**src/rtl/fetch_pkg.sv**
```systemverilog
// fetch_pkg: shared types and constants for the instruction fetch controller.
package fetch_pkg;
  typedef enum logic [1:0] {BOOT, RUN, HALT} fetch_state_t;
  localparam int PC_STEP = 4;
endpackage

```
**src/rtl/instr_fetch_ctrl_pc_gen.sv**
```systemverilog
// pc_gen: program counter register with redirect / increment / hold selection.
module pc_gen
  import fetch_pkg::*;
#(
  parameter int ADDR_SIZE = 32,
  parameter logic [ADDR_SIZE-1:0] RESET_PC = '0
) (
  input  logic                 clk,
  input  logic                 rst,
  input  logic                 redirect_valid,
  input  logic [ADDR_SIZE-1:0] redirect_pc,
  input  logic                 advance,
  output logic [ADDR_SIZE-1:0] pc
);
  logic [ADDR_SIZE-1:0] pc_q, pc_d;
  always_comb begin
    pc_d = redirect_valid ? (redirect_pc & ~ADDR_SIZE'(3)) :
           advance        ? pc_q + ADDR_SIZE'(PC_STEP) : pc_q;
  end
  always_ff @(posedge clk or posedge rst) begin
    if (rst) pc_q <= RESET_PC;
    else     pc_q <= pc_d;
  end
  assign pc = pc_q;
endmodule

```
**src/rtl/instr_fetch_ctrl.sv**
```systemverilog
// instr_fetch_ctrl: PC sequencing, redirect/halt FSM and one-entry output register toward decode.
// Define FETCH_STALL_CNT_EN to add the saturating backpressure counter port stall_cnt.
module instr_fetch_ctrl
  import fetch_pkg::*;
#(
  parameter int ADDR_SIZE = 32,
  parameter int INSTR_WIDTH = 32,
  parameter logic [ADDR_SIZE-1:0] RESET_PC = '0
) (
  input  logic                   clk,
  input  logic                   rst,
  output logic [ADDR_SIZE-1:0]   imem_addr,
  input  logic [INSTR_WIDTH-1:0] imem_instr,
  input  logic                   redirect_valid,
  input  logic [ADDR_SIZE-1:0]   redirect_pc,
  input  logic                   halt,
  output logic                   out_valid,
  input  logic                   out_ready,
  output logic [INSTR_WIDTH-1:0] out_instr,
  output logic [ADDR_SIZE-1:0]   out_pc,
`ifdef FETCH_STALL_CNT_EN
  output logic [31:0]            stall_cnt,
`endif
  output logic                   halted
);
  fetch_state_t state_q, state_d;
  logic out_valid_q, out_valid_d;
  logic [INSTR_WIDTH-1:0] out_instr_q, out_instr_d;
  logic [ADDR_SIZE-1:0] out_pc_q, out_pc_d;
  logic [ADDR_SIZE-1:0] pc;
  logic fetch;

  pc_gen #(.ADDR_SIZE(ADDR_SIZE), .RESET_PC(RESET_PC)) u_pc_gen (
    .clk(clk), .rst(rst), .redirect_valid(redirect_valid),
    .redirect_pc(redirect_pc), .advance(fetch), .pc(pc)
  );

  // Redirect outranks everything: it flushes the output and suppresses the fetch.
  always_comb begin
    fetch = state_q == RUN && !redirect_valid && (!out_valid_q || out_ready);
    state_d = redirect_valid ? RUN :
              state_q == BOOT ? RUN :
              (state_q == RUN && halt) ? HALT : state_q;
    out_valid_d = redirect_valid ? 1'b0 :
                  fetch ? 1'b1 :
                  out_ready ? 1'b0 : out_valid_q;
    out_instr_d = fetch ? imem_instr : out_instr_q;
    out_pc_d = fetch ? pc : out_pc_q;
  end

  always_ff @(posedge clk or posedge rst) begin
    if (rst) begin
      state_q <= BOOT;
      out_valid_q <= 1'b0;
      out_instr_q <= '0;
      out_pc_q <= '0;
    end else begin
      state_q <= state_d;
      out_valid_q <= out_valid_d;
      out_instr_q <= out_instr_d;
      out_pc_q <= out_pc_d;
    end
  end

`ifdef FETCH_STALL_CNT_EN
  logic [31:0] stall_cnt_q, stall_cnt_d;
  always_comb begin
    stall_cnt_d = (out_valid_q && !out_ready && stall_cnt_q != '1) ? stall_cnt_q + 32'd1 : stall_cnt_q;
  end
  always_ff @(posedge clk or posedge rst) begin
    if (rst) stall_cnt_q <= '0;
    else     stall_cnt_q <= stall_cnt_d;
  end
  assign stall_cnt = stall_cnt_q;
`endif

  assign imem_addr = pc;
  assign out_valid = out_valid_q;
  assign out_instr = out_instr_q;
  assign out_pc = out_pc_q;
  assign halted = state_q == HALT;
endmodule

```
**config.mk**
```make
export PLATFORM = sky130hd
export DESIGN_NAME = instr_fetch_ctrl
export DESIGN_NICKNAME = d
export VERILOG_FILES = /design/src/rtl/fetch_pkg.sv /design/src/rtl/instr_fetch_ctrl_pc_gen.sv /design/src/rtl/instr_fetch_ctrl.sv
export SDC_FILE = /design/constraint.sdc
export NUM_CORES = 1
export LEC_CHECK = 0
export BUFFER_PORTS_ARGS = -buffer_cell sky130_fd_sc_hd__buf_2
export CORE_MARGIN = 2
export CORE_UTILIZATION = 49
export DETAILED_ROUTE_END_ITERATION = 12
export GPL_TIMING_DRIVEN = 0
export MAX_ROUTING_LAYER = met4
export PLACE_DENSITY = 0.8
export SYNTH_ARGS = -nofsm -noshare
export SYNTH_HDL_FRONTEND = slang
export SYNTH_HIERARCHICAL = 1
export SYNTH_SLANG_ARGS = --single-unit
```
**constraint.sdc**
```tcl
create_clock -name clk -period 2.7 [get_ports clk]
set_input_delay 0.135 -clock clk [delete_from_list [all_inputs] [get_ports clk]]
set_output_delay 0.135 -clock clk [all_outputs]
set_load 0.005 [all_outputs]
```
* Word level (Yosys, flattened, before mapping)
Index checks and enable logic that the tools add are counted.
Cells by class: add/sub/neg operators 1, equality and inequality tests 2, muxes and demuxes 8, reduce and logical (&&, ||, !) cells 10
Operator list (number):
- 32-bit 2-to-1 mux | 2
- 32-bit by 3-bit adder with 32-bit output, second input constant | 1
- 2-bit 2-to-1 mux | 3
- 3-bit nonzero test | 2
- 1-bit logical AND | 3
- 1-bit 2-to-1 mux | 3
- 2-bit by 1-bit == test with 1-bit output, second input constant | 1
- 2-bit == test, second input constant | 1
- 1-bit zero test | 2
- 2-bit zero test | 1
- 2-bit nonzero test | 1
- 1-bit logical OR | 1
Word-level totals: register bits 99, bits of input ports 69, output and inout bits 98, logic and storage cells 26

* Depth between registers and ports, before layout
Gate-level depths: netlist of the first run.
depth after elaboration 5, mapped depth 11

* Hierarchy
The synthesis of the first run kept the hierarchy.
Modules (own cells, without submodules):
- instr_fetch_ctrl | times used 1, cells each 149, area an instance 2710.1 sq um, sequential area each 1676.6 sq um
- pc_gen | times used 1, cells each 197, area an instance 1788.0 sq um, sequential area each 750.7 sq um

* Least setup slack after synthesis of the first run
Ideal clock, no wire load.
path kind reg2reg, from register state_q[1], to register u_pc_gen.pc_q[20] (netlist: u_pc_gen/pc[20]), setup time 0.069 ns, data arrival time 2.430 ns, setup slack 0.201 ns, stages on the path, launching flop included 11, cell sequence dfrtp_1 -> nand2b_1 -> or3b_1 -> buf_6 -> buf_6 -> inv_1 -> and4_2 -> nand4_4 -> buf_6 -> or4_1 -> nand3_1
On the way: longest elaborated chain between the ends 4
RTL lines:
- start, declared | RTL line instr_fetch_ctrl.sv:26 | fetch_state_t state_q, state_d;
- start signal, assigned | RTL line instr_fetch_ctrl.sv:58 | state_q <= state_d;
- 2-bit by 1-bit == test with 1-bit output | RTL line instr_fetch_ctrl.sv:40 | fetch = state_q == RUN && !redirect_valid && (!out_valid_q || out_ready);
- 1-bit logical AND (2 in series) | RTL line instr_fetch_ctrl.sv:40
- via fetch | RTL line instr_fetch_ctrl.sv:31 | logic fetch;
- 2-bit nonzero test (no line)
- end signal, assigned | RTL line instr_fetch_ctrl_pc_gen.sv:22 | else pc_q <= pc_d;
- end, declared | RTL line instr_fetch_ctrl_pc_gen.sv:15 | logic [ADDR_SIZE-1:0] pc_q, pc_d;
The timed path passes the listed nets, and every way through them passes these cells. A chain may end at the register's enable or synchronous reset.

* Final worst setup path of the first run
from register state_q[1], to register u_pc_gen.pc_q[18] (netlist: u_pc_gen/pc[18])
The elaborated chain is that of the path after synthesis.

==> results.cfg, run 1 <==
[outcome]
status = finished with violations
violations = hold timing

[setup_path]
crit_path_top_delay_cell = or4_1
r2r_start = state_q[1]
cpMostUsedCell = buf_6
r2r_setup_slack_ns = 0.19
crit_fanout = 19
cp-end-kind = register
cp-start-kind = register
critPathMaxStageDelay_ns = 0.49
worstPathCellList = nand2b_1, or3b_4, buf_6, clkinvlp_4, and4_4, nand4_4, buf_6, or4_1, nand3_1
worst_r2r_path_depth = 9
worst-setup-path-type = register to register
required_ns = 2.99
cp.arrival_ns = 2.80
cp_top_family = simple AND/OR/NAND/NOR gates
reg2reg_to = u_pc_gen/pc[18]
cp_num_buf_inv = 3

[hold_path]
min-delay-path-class = input pin to async pin

[clock_tree]
htreeDepth = 3
clock-sinks = 97
cts-root-buf = clkbuf_8
cts_buffer_depth = 2
clk_pin_slew_worst_paths_ns = 0.10
clock_latency_ns = 0.36
cts_buffers = 9
cts_tree = done

[logic_synthesis]
synth-seq-cells = 97
synthAdderAreaFrac = 0.00278
synth_xor_area_frac = 0.0253
syn_avg_cell_area_um2 = 13.0
netlist_top_cells_area = dfrtp_1 54%, mux2_4 16%, buf_6 2.5%
synth_cells = 346
syn_area_um2 = 4500
synth.most_common_cell = dfrtp_1
synth_edf_count = 0
synth_top_family_by_area = multiplexers
yosysWarningCount = 6
synth_cell_types = 41
synthSimpleGateAreaFrac = 0.128
synth_top_area_frac = 0.540
yosys.area.top_type = dfrtp_1
synth_common_cells = 97 x dfrtp_1, 49 x mux2_4, 30 x nand2_1
synth_flop_cell = dfrtp_1
muxShareOfSynthArea = 0.203
seq_area_frac_synth = 0.540
synthArstFlopShare = 1.00
synth-compound-area-share = 0.0601

[cells_and_area]
num_antenna_cells = 0
final_cell_count_no_fill = 668
area_growth_syn_to_layout_pct = 33.9
drive_gt1_frac = 0.466
nNetsFinal = 626

[timing]
finalHoldViolations = 17
setup_viol = 0
drv_slew = 0
fin_crit_sh = 0.930
fmax_mhz = 398
timing.hold.ws_ns = -0.0107
tightest_slew_ns = 1.17
fin_setup_tns_ns = 0
rsz0062_at_grt = no
skew_ns = 0.0136
fin_crit_ns = 2.51
max_slew_margin = 0.217

[pwr]
leakage_uw = 0.00295
power-per-cell-area_nw_per_um2 = 673
vdd_ir_drop_max_v = 0.000369

[place]
placed_cells = 618
place_hpwl_um = 7990
place.gp.congestion = 0.892
portBuffers = 162

[floorplanning]
dieWidth_um = 99.8
die_area_um2 = 9960
die_h_um = 99.8
start_util = 0.511
io_pins = 167
core_area_um2 = 8810
rows = 34

[global_routing]
grt_pass1_vias = 3522
grt_util_all_layers = 0.235
grtUsageMet3 = 0.0286
grt_max_degree = 45
grtUsageMet1 = 0.293
grt.met2_usage = 0.404
antenna_found_initial = 0
grt_pass1_wl_um = 18000
grt.overflow.total = 0
grt_busiest_layer = met2

[routing]
vias = 3568
wl_per_cell_um = 17.3
first_pass_iters = 4
drt_wl_total_um = 11600
drtAntennaViolNets = 0
remaining_drc_errors = 0
vias_per_cell = 5.34
first_iter_violations = 122

[flow_run]
drv_cap = 0
==> final cells by class <==
cell class                 instances  area, um^2
multi-input combinational        225        1900
buffer                            19         149
inverter                           5        22.5
sequential                        97        2430
fill                             679        2780
clock inverter                     6        83.8
tap                              108         135
clock buffer                       9         124
timing repair buffer             199        1180
==> metal layers <==
metal,share of wire,wire length [um],vias to the layer above
met4,0.013,146,0
met1,0.43,4970,1765
met5,0,0,-
met3,0.047,548,11
li1,-,-,1667
met2,0.51,5900,125
==> kinds of logic after synthesis <==
logic type | Yosys count
other | 1
AO/OA/AOI/OAI | 44
multiplexers | 65
buffers and inverters | 25
flip-flops | 97
XOR/XNOR | 13
adder cells (fa/ha/maj) | 1
AND/OR/NAND/NOR | 100
==> worst max path at each step <==
stage,from,endpoint,cells past startpoint
global placement,state_q[1],u_pc_gen/pc[30],10
global route,state_q[1],u_pc_gen/pc[17],10
floorplan,state_q[1],u_pc_gen/pc[20],10
finish,state_q[1],u_pc_gen/pc[18],9
CTS,state_q[1],u_pc_gen/pc[18],10
detailed placement,state_q[1],u_pc_gen/pc[18],10
==> power by group <==
part / internal [uW] / switching [uW] / total, uW
Combinational: 658 / 405 / 1060
Sequential: 1750 / 217 / 1970
Clock: 514 / 507 / 1020
==> cell usage in the layout (no fill, tap or decap), drive strengths merged, types with 9 or more instances in the layout <==
master	n
buf	179
dfrtp	97
mux2	64
dlygate4sd3	33
nand2	30
o21ai	18
clkbuf	15
nor2	14
nand3	12
a31oi	11
nand4	11
xor2	10
or4	9
==> through the flow <==
stage	area (um^2)	worst slack, ns	power [uW]	util
after CTS	6000	0.0160	4080	0.681
after floorplan	4500	0.201	2540	-
after detailed placement	5470	-0.0733	3020	0.621
after global routing	6020	0.0506	4260	0.684
after global placement	5450	-0.0395	2970	0.619
final	6020	0.188	4050	0.684
==> registers in the layout, indices dropped and copies added, names as in the netlist <==
register	flops
out_instr	32
out_pc	32
out_valid	1
state_q	2
u_pc_gen/pc	30
==> what timing repair did <==
| action | 4_1_cts | 5_1_grt |
|---|---|---|
| cloned | 0 | 1 |
| gates resized for setup | 2 | 1 |
| setup endpoints to repair | 10 | 12 |
| endpoints found under the hold margin | 32 | 1 |
| pin swaps | 0 | 2 |
| setup buffers | 0 | 2 |
| hold buffers | 32 | 1 |
Note: power is estimated with default switching activity, not from simulation.
==> run 2: changes to the inputs <==
ABC_AREA = 1   (was default)
CORE_UTILIZATION = 51   (was 49)
PLACE_DENSITY = 0.81   (was 0.8)
==> results.cfg, run 2 <==
[timing]
fmax_mhz = 464
fin_setup_tns_ns = 0
max_slew_margin = 0.504
fin_crit_sh = 0.798
fin_crit_ns = 2.16
drv_slew = 0
tightest_slew_ns = 0.743
finalHoldViolations = 0
rsz0062_at_grt = no
setup_viol = 0
skew_ns = 0.0120

[floorplanning]
core_area_um2 = 9330
dieWidth_um = 103
start_util = 0.532
io_pins = 167
rows = 35
die_h_um = 103
die_area_um2 = 10500

[routing]
first_pass_iters = 5
first_iter_violations = 288
drt_wl_total_um = 14300
drtAntennaViolNets = 0
remaining_drc_errors = 0
wl_per_cell_um = 15.4
vias_per_cell = 5.34
vias = 4986

[clock_tree]
clock-sinks = 97
clk_pin_slew_worst_paths_ns = 0.10
cts_buffer_depth = 2
cts_buffers = 9
clock_latency_ns = 0.36
cts_tree = done
htreeDepth = 3
cts-root-buf = clkbuf_8
post_cts_resized = 0

[flow_run]
drv_cap = 0

[setup_path]
cp.arrival_ns = 2.45
worst-setup-path-type = register to register
cp-start-kind = register
crit_fanout = 10
required_ns = 3.00
cp-end-kind = register

[pwr]
vdd_ir_drop_max_v = 0.000305
total_power_uw = 4050
leakage_uw = 0.00337
power-per-cell-area_nw_per_um2 = 640

[global_routing]
grtUsageMet1 = 0.347
grt_busiest_layer = met2
grt_pass1_wl_um = 22200
grt_util_all_layers = 0.281
grt_max_degree = 36
grt.met2_usage = 0.464
antenna_found_initial = 0
grt_pass1_vias = 4702
grt.overflow.total = 0
grtUsageMet3 = 0.0373

[place]
place_hpwl_um = 10300
place.gp.congestion = 0.969
portBuffers = 162

[logic_synthesis]
synth_top_area_frac = 0.490
syn_avg_cell_area_um2 = 8.14
syn_area_um2 = 4960
seq_area_frac_synth = 0.490
synth-seq-cells = 97
synth_cell_types = 27
yosys.area.top_type = dfrtp_1
synth_flop_cell = dfrtp_1
synth_cells = 609
netlist_top_cells_area = dfrtp_1 49%, nand2_1 18%, nand4_1 8.1%
synthArstFlopShare = 1.00
yosysWarningCount = 6
synth_edf_count = 0
synth.most_common_cell = nand2_1
synth_common_cells = 234 x nand2_1, 97 x dfrtp_1, 64 x nand4_1

[cells_and_area]
final_cell_mix = 234 x nand2_1, 179 x buf_2, 97 x dfrtp_1, 64 x nand4_1, 38 x nand3_1
nNetsFinal = 869
final_common_cell = nand2_1
drive_gt1_frac = 0.296
area_growth_syn_to_layout_pct = 27.6
num_antenna_cells = 0

[hold_path]
min-delay-path-class = input pin to register

[outcome]
status = finished, final reports clean
## run 2: cell types whose count changed after synthesis, moves of 11 or more
cell / before / now
a22oi_1: 0 / 21
nand4_1: 9 / 64
nand3_1: 12 / 38
mux2_4: 49 / 0
nor2_1: 14 / 29
buf_2: 2 / 17
nand2_1: 30 / 234
inv_1: 4 / 31
a31oi_1: 11 / 0
## run 2: cells by family after synthesis
| family | synth area share |
|---|---|
| AO/OA/AOI/OAI | 0.0530 |
| other | 0.000756 |
| AND/OR/NAND/NOR | 0.368 |
| buffers and inverters | 0.0754 |
| adder cells (fa/ha/maj) | 0.00252 |
| XOR/XNOR | 0.0106 |
| flip-flops | 0.490 |
## run 2: cell type report
cell class | instances | area [um^2]
inverters | 32 | 120
flip-flops and latches | 97 | 2430
repair buffers | 178 | 998
well taps | 129 | 161
clock buffers | 10 | 138
multi-input cells | 444 | 2160
plain buffers | 37 | 254
clock inverters | 6 | 66.3
fillers | 814 | 3000
## run 2: what timing repair did
action,in CTS,in global routing
endpoints found under the hold margin,47,0
setup buffers,0,0
hold buffers,14,0
## run 2: power by group
group,switching [uW],internal [uW]
Clock,522,458
Combinational,589,487
Sequential,249,1750
Total,1360,2690
## run 2: worst max-delay path: stages (launching register included)
cell and delay [ns]:
dfrtp_1 0.41, inv_2 0.07, nor2_2 0.04, nand3_2 0.09, buf_6 0.16, buf_6 0.16
inv_1 0.10, nor2_2 0.42, clkbuf_1 0.40, a22oi_1 0.14, nand2_1 0.09
## run 2: path summary, 6_finish.rpt
path,start,end,slack (ns),depth (start not counted)
max,state_q[0],u_pc_gen/pc[19],0.54,10
min,imem_instr[26],out_instr[26],0.01,3
max reg2reg,state_q[0],u_pc_gen/pc[19],0.54,10
min reg2reg,out_instr[19],out_instr[19],0.47,2
max in group asynchronous,rst,out_instr[19],1.60,4
min in group asynchronous,rst,u_pc_gen/pc[5],0.33,3
## run 2: layer usage
| metal | wire (um) | vias to the layer above | share of wire |
|---|---|---|---|
| met3 | 1020 | 28 | 0.071 |
| li1 | - | 2397 | - |
| met2 | 7000 | 221 | 0.49 |
| met1 | 5990 | 2340 | 0.42 |
| met4 | 318 | 0 | 0.022 |
| met5 | 0 | - | 0 |
## run 2: metrics by stage
| step | area [um^2] | hold slack, ns | worst slack, ns | instances | util |
|---|---|---|---|---|---|
| 6_report | 6330 | 0.0136 | 0.545 | 933 | 0.678 |
| 5_1_grt | 6330 | 0.0181 | 0.369 | 933 | 0.678 |
| 4_1_cts | 6300 | 0.000930 | 0.527 | 932 | 0.675 |
| 3_5_place_dp | 5950 | 0.310 | 0.555 | 902 | 0.638 |
| 3_3_place_gp | 5930 | 0.353 | 0.169 | 901 | 0.636 |
| 2_1_floorplan | 4960 | 0.207 | 0.882 | 610 | - |
==> run 3: changes to the inputs <==
ABC_AREA = 0   (was 1)
CORE_UTILIZATION = 49   (was 51)
PLACE_DENSITY = 0.8   (was 0.81)
clock period = 2.3 ns   (was 2.7 ns; I/O delays follow)
==> results.cfg, run 3 (synthesized netlist as in run 1, its figures left out) <==
[setup_path]
critPathMaxStageDelay_ns = 0.44
cp-end-kind = register
worst-setup-path-type = register to register
required_ns = 2.58
cp.arrival_ns = 2.58
worstPathCellList = nand2b_4, or3b_4, inv_8, and4_1, buf_6, nand4_4, buf_6, or4_4, a31oi_1
crit_path_top_delay_cell = or3b_4
cpMostUsedCell = buf_6
crit_fanout = 5
cp-start-kind = register

[routing]
first_iter_violations = 126
wl_per_cell_um = 17.5
first_pass_iters = 4
drtAntennaViolNets = 0
remaining_drc_errors = 0
drt_wl_total_um = 12200
vias = 3749
vias_per_cell = 5.39

[floorplanning]
start_util = 0.511
core_area_um2 = 8810
die_area_um2 = 9960
die_h_um = 99.8
io_pins = 167
rows = 34
dieWidth_um = 99.8

[timing]
timing.final.ws_setup_ns = -0.00762
timing.hold.ws_ns = 0.0154
finalHoldViolations = 0
max_slew_margin = 0.512
setup_viol = 1
fin_crit_sh = 1.00
skew_ns = 0.0114
rsz0062_at_grt = yes
tightest_slew_ns = 0.730
fin_crit_ns = 2.31
fmax_mhz = 433
drv_slew = 0

[place]
portBuffers = 162
place_hpwl_um = 8100
place_ws_ns = -0.320
place.gp.congestion = 0.843
placed_cells = 619

[global_routing]
grt_util_all_layers = 0.245
grt_pass1_vias = 3759
grt_pass1_wl_um = 18500
grt_max_degree = 31
antenna_found_initial = 0
grt.overflow.total = 0

[clock_tree]
clock-sinks = 97
htreeDepth = 3
cts_buffers = 9
cts_buffer_depth = 2
cts_tree = done
clk_pin_slew_worst_paths_ns = 0.10
cts-root-buf = clkbuf_8
clock_latency_ns = 0.35

[cells_and_area]
area_growth_syn_to_layout_pct = 41.4
final_common_cell = buf_2
final_cell_count_no_fill = 696
final_cell_mix = 164 x buf_2, 97 x dfrtp_1, 49 x mux2_4, 47 x dlygate4sd3_1, 30 x nand2_1
num_antenna_cells = 0
nNetsFinal = 653
drive_gt1_frac = 0.476

[pwr]
leakage_uw = 0.00311
vdd_ir_drop_max_v = 0.000311
power-per-cell-area_nw_per_um2 = 760
total_power_uw = 4840

[outcome]
violations = setup timing
status = finished with violations

[hold_path]
min-delay-path-class = input pin to register

[flow_run]
drv_cap = 0
## run 3: cell count changes in the layout (fill, tap and decap cells not counted), sizes merged, moves of 11 or more
cell / delta
a22oi: -21
a31oi: +11
dlygate4sd3: +33
inv: -29
mux2: +64
nand2: -212
nand3: -27
nand4: -53
nor2: -31
## run 3: path summary, 6_finish.rpt
path / from / endpoint / slack [ns] / cells after the start
setup / recovery: state_q[1] / u_pc_gen/pc[29] / -0.008 / 9
hold / removal: imem_instr[6] / out_instr[6] / 0.02 / 2
setup reg to reg: state_q[1] / u_pc_gen/pc[29] / -0.008 / 9
hold reg to reg: out_instr[13] / out_instr[13] / 0.50 / 1
max in group asynchronous: rst / state_q[1] / 1.26 / 5
min in group asynchronous: rst / out_pc[8] / 0.34 / 3
## run 3: report_power, final
part           internal (uW)  switching (uW)
combinational            819             498
sequential              2060             262
clock                    613             586
total                   3490            1350
## run 3: repair_timing
| item | CTS | global route |
|---|---|---|
| setup buffers | 11 | 4 |
| hold buffers | 47 | 0 |
| setup endpoints to repair | 17 | 13 |
| resized for setup | 3 | 8 |
| pin swaps | 5 | 10 |
| hold endpoints to repair | 64 | 0 |
## run 3: final cells by class
cell class | instances | area [um^2]
clock inverter | 5 | 80.1
sequential | 97 | 2430
timing repair buffer | 227 | 1480
buffer | 18 | 138
multi-input combinational | 225 | 1950
inverter | 5 | 26.3
clock buffer | 11 | 131
tap | 108 | 135
fill | 600 | 2450
## run 3: layer usage
metal	up-vias	GRT usage	wire length, um
li1	1721	-	-
met1	1852	0.281	4810
met2	145	0.434	6520
met3	31	0.0313	533
met4	0	0.101	342
met5	-	-	0
## run 3: through the flow
step | util | setup TNS, ns | area [um^2]
6_report | 0.722 | -0.00762 | 6360
5_1_grt | 0.722 | -0.198 | 6360
4_1_cts | 0.714 | -0.187 | 6280
3_5_place_dp | 0.628 | -2.97 | 5530
3_3_place_gp | 0.622 | -19.92 | 5480
2_1_floorplan | - | -0.196 | 4530
## run 3: critical path: cells and delay by family, from the launching register on
kind	cells	cell delay [ns]
simple gates	5	1.30
buf+inv	3	0.34
flops	1	0.41
compound gates	1	0.18
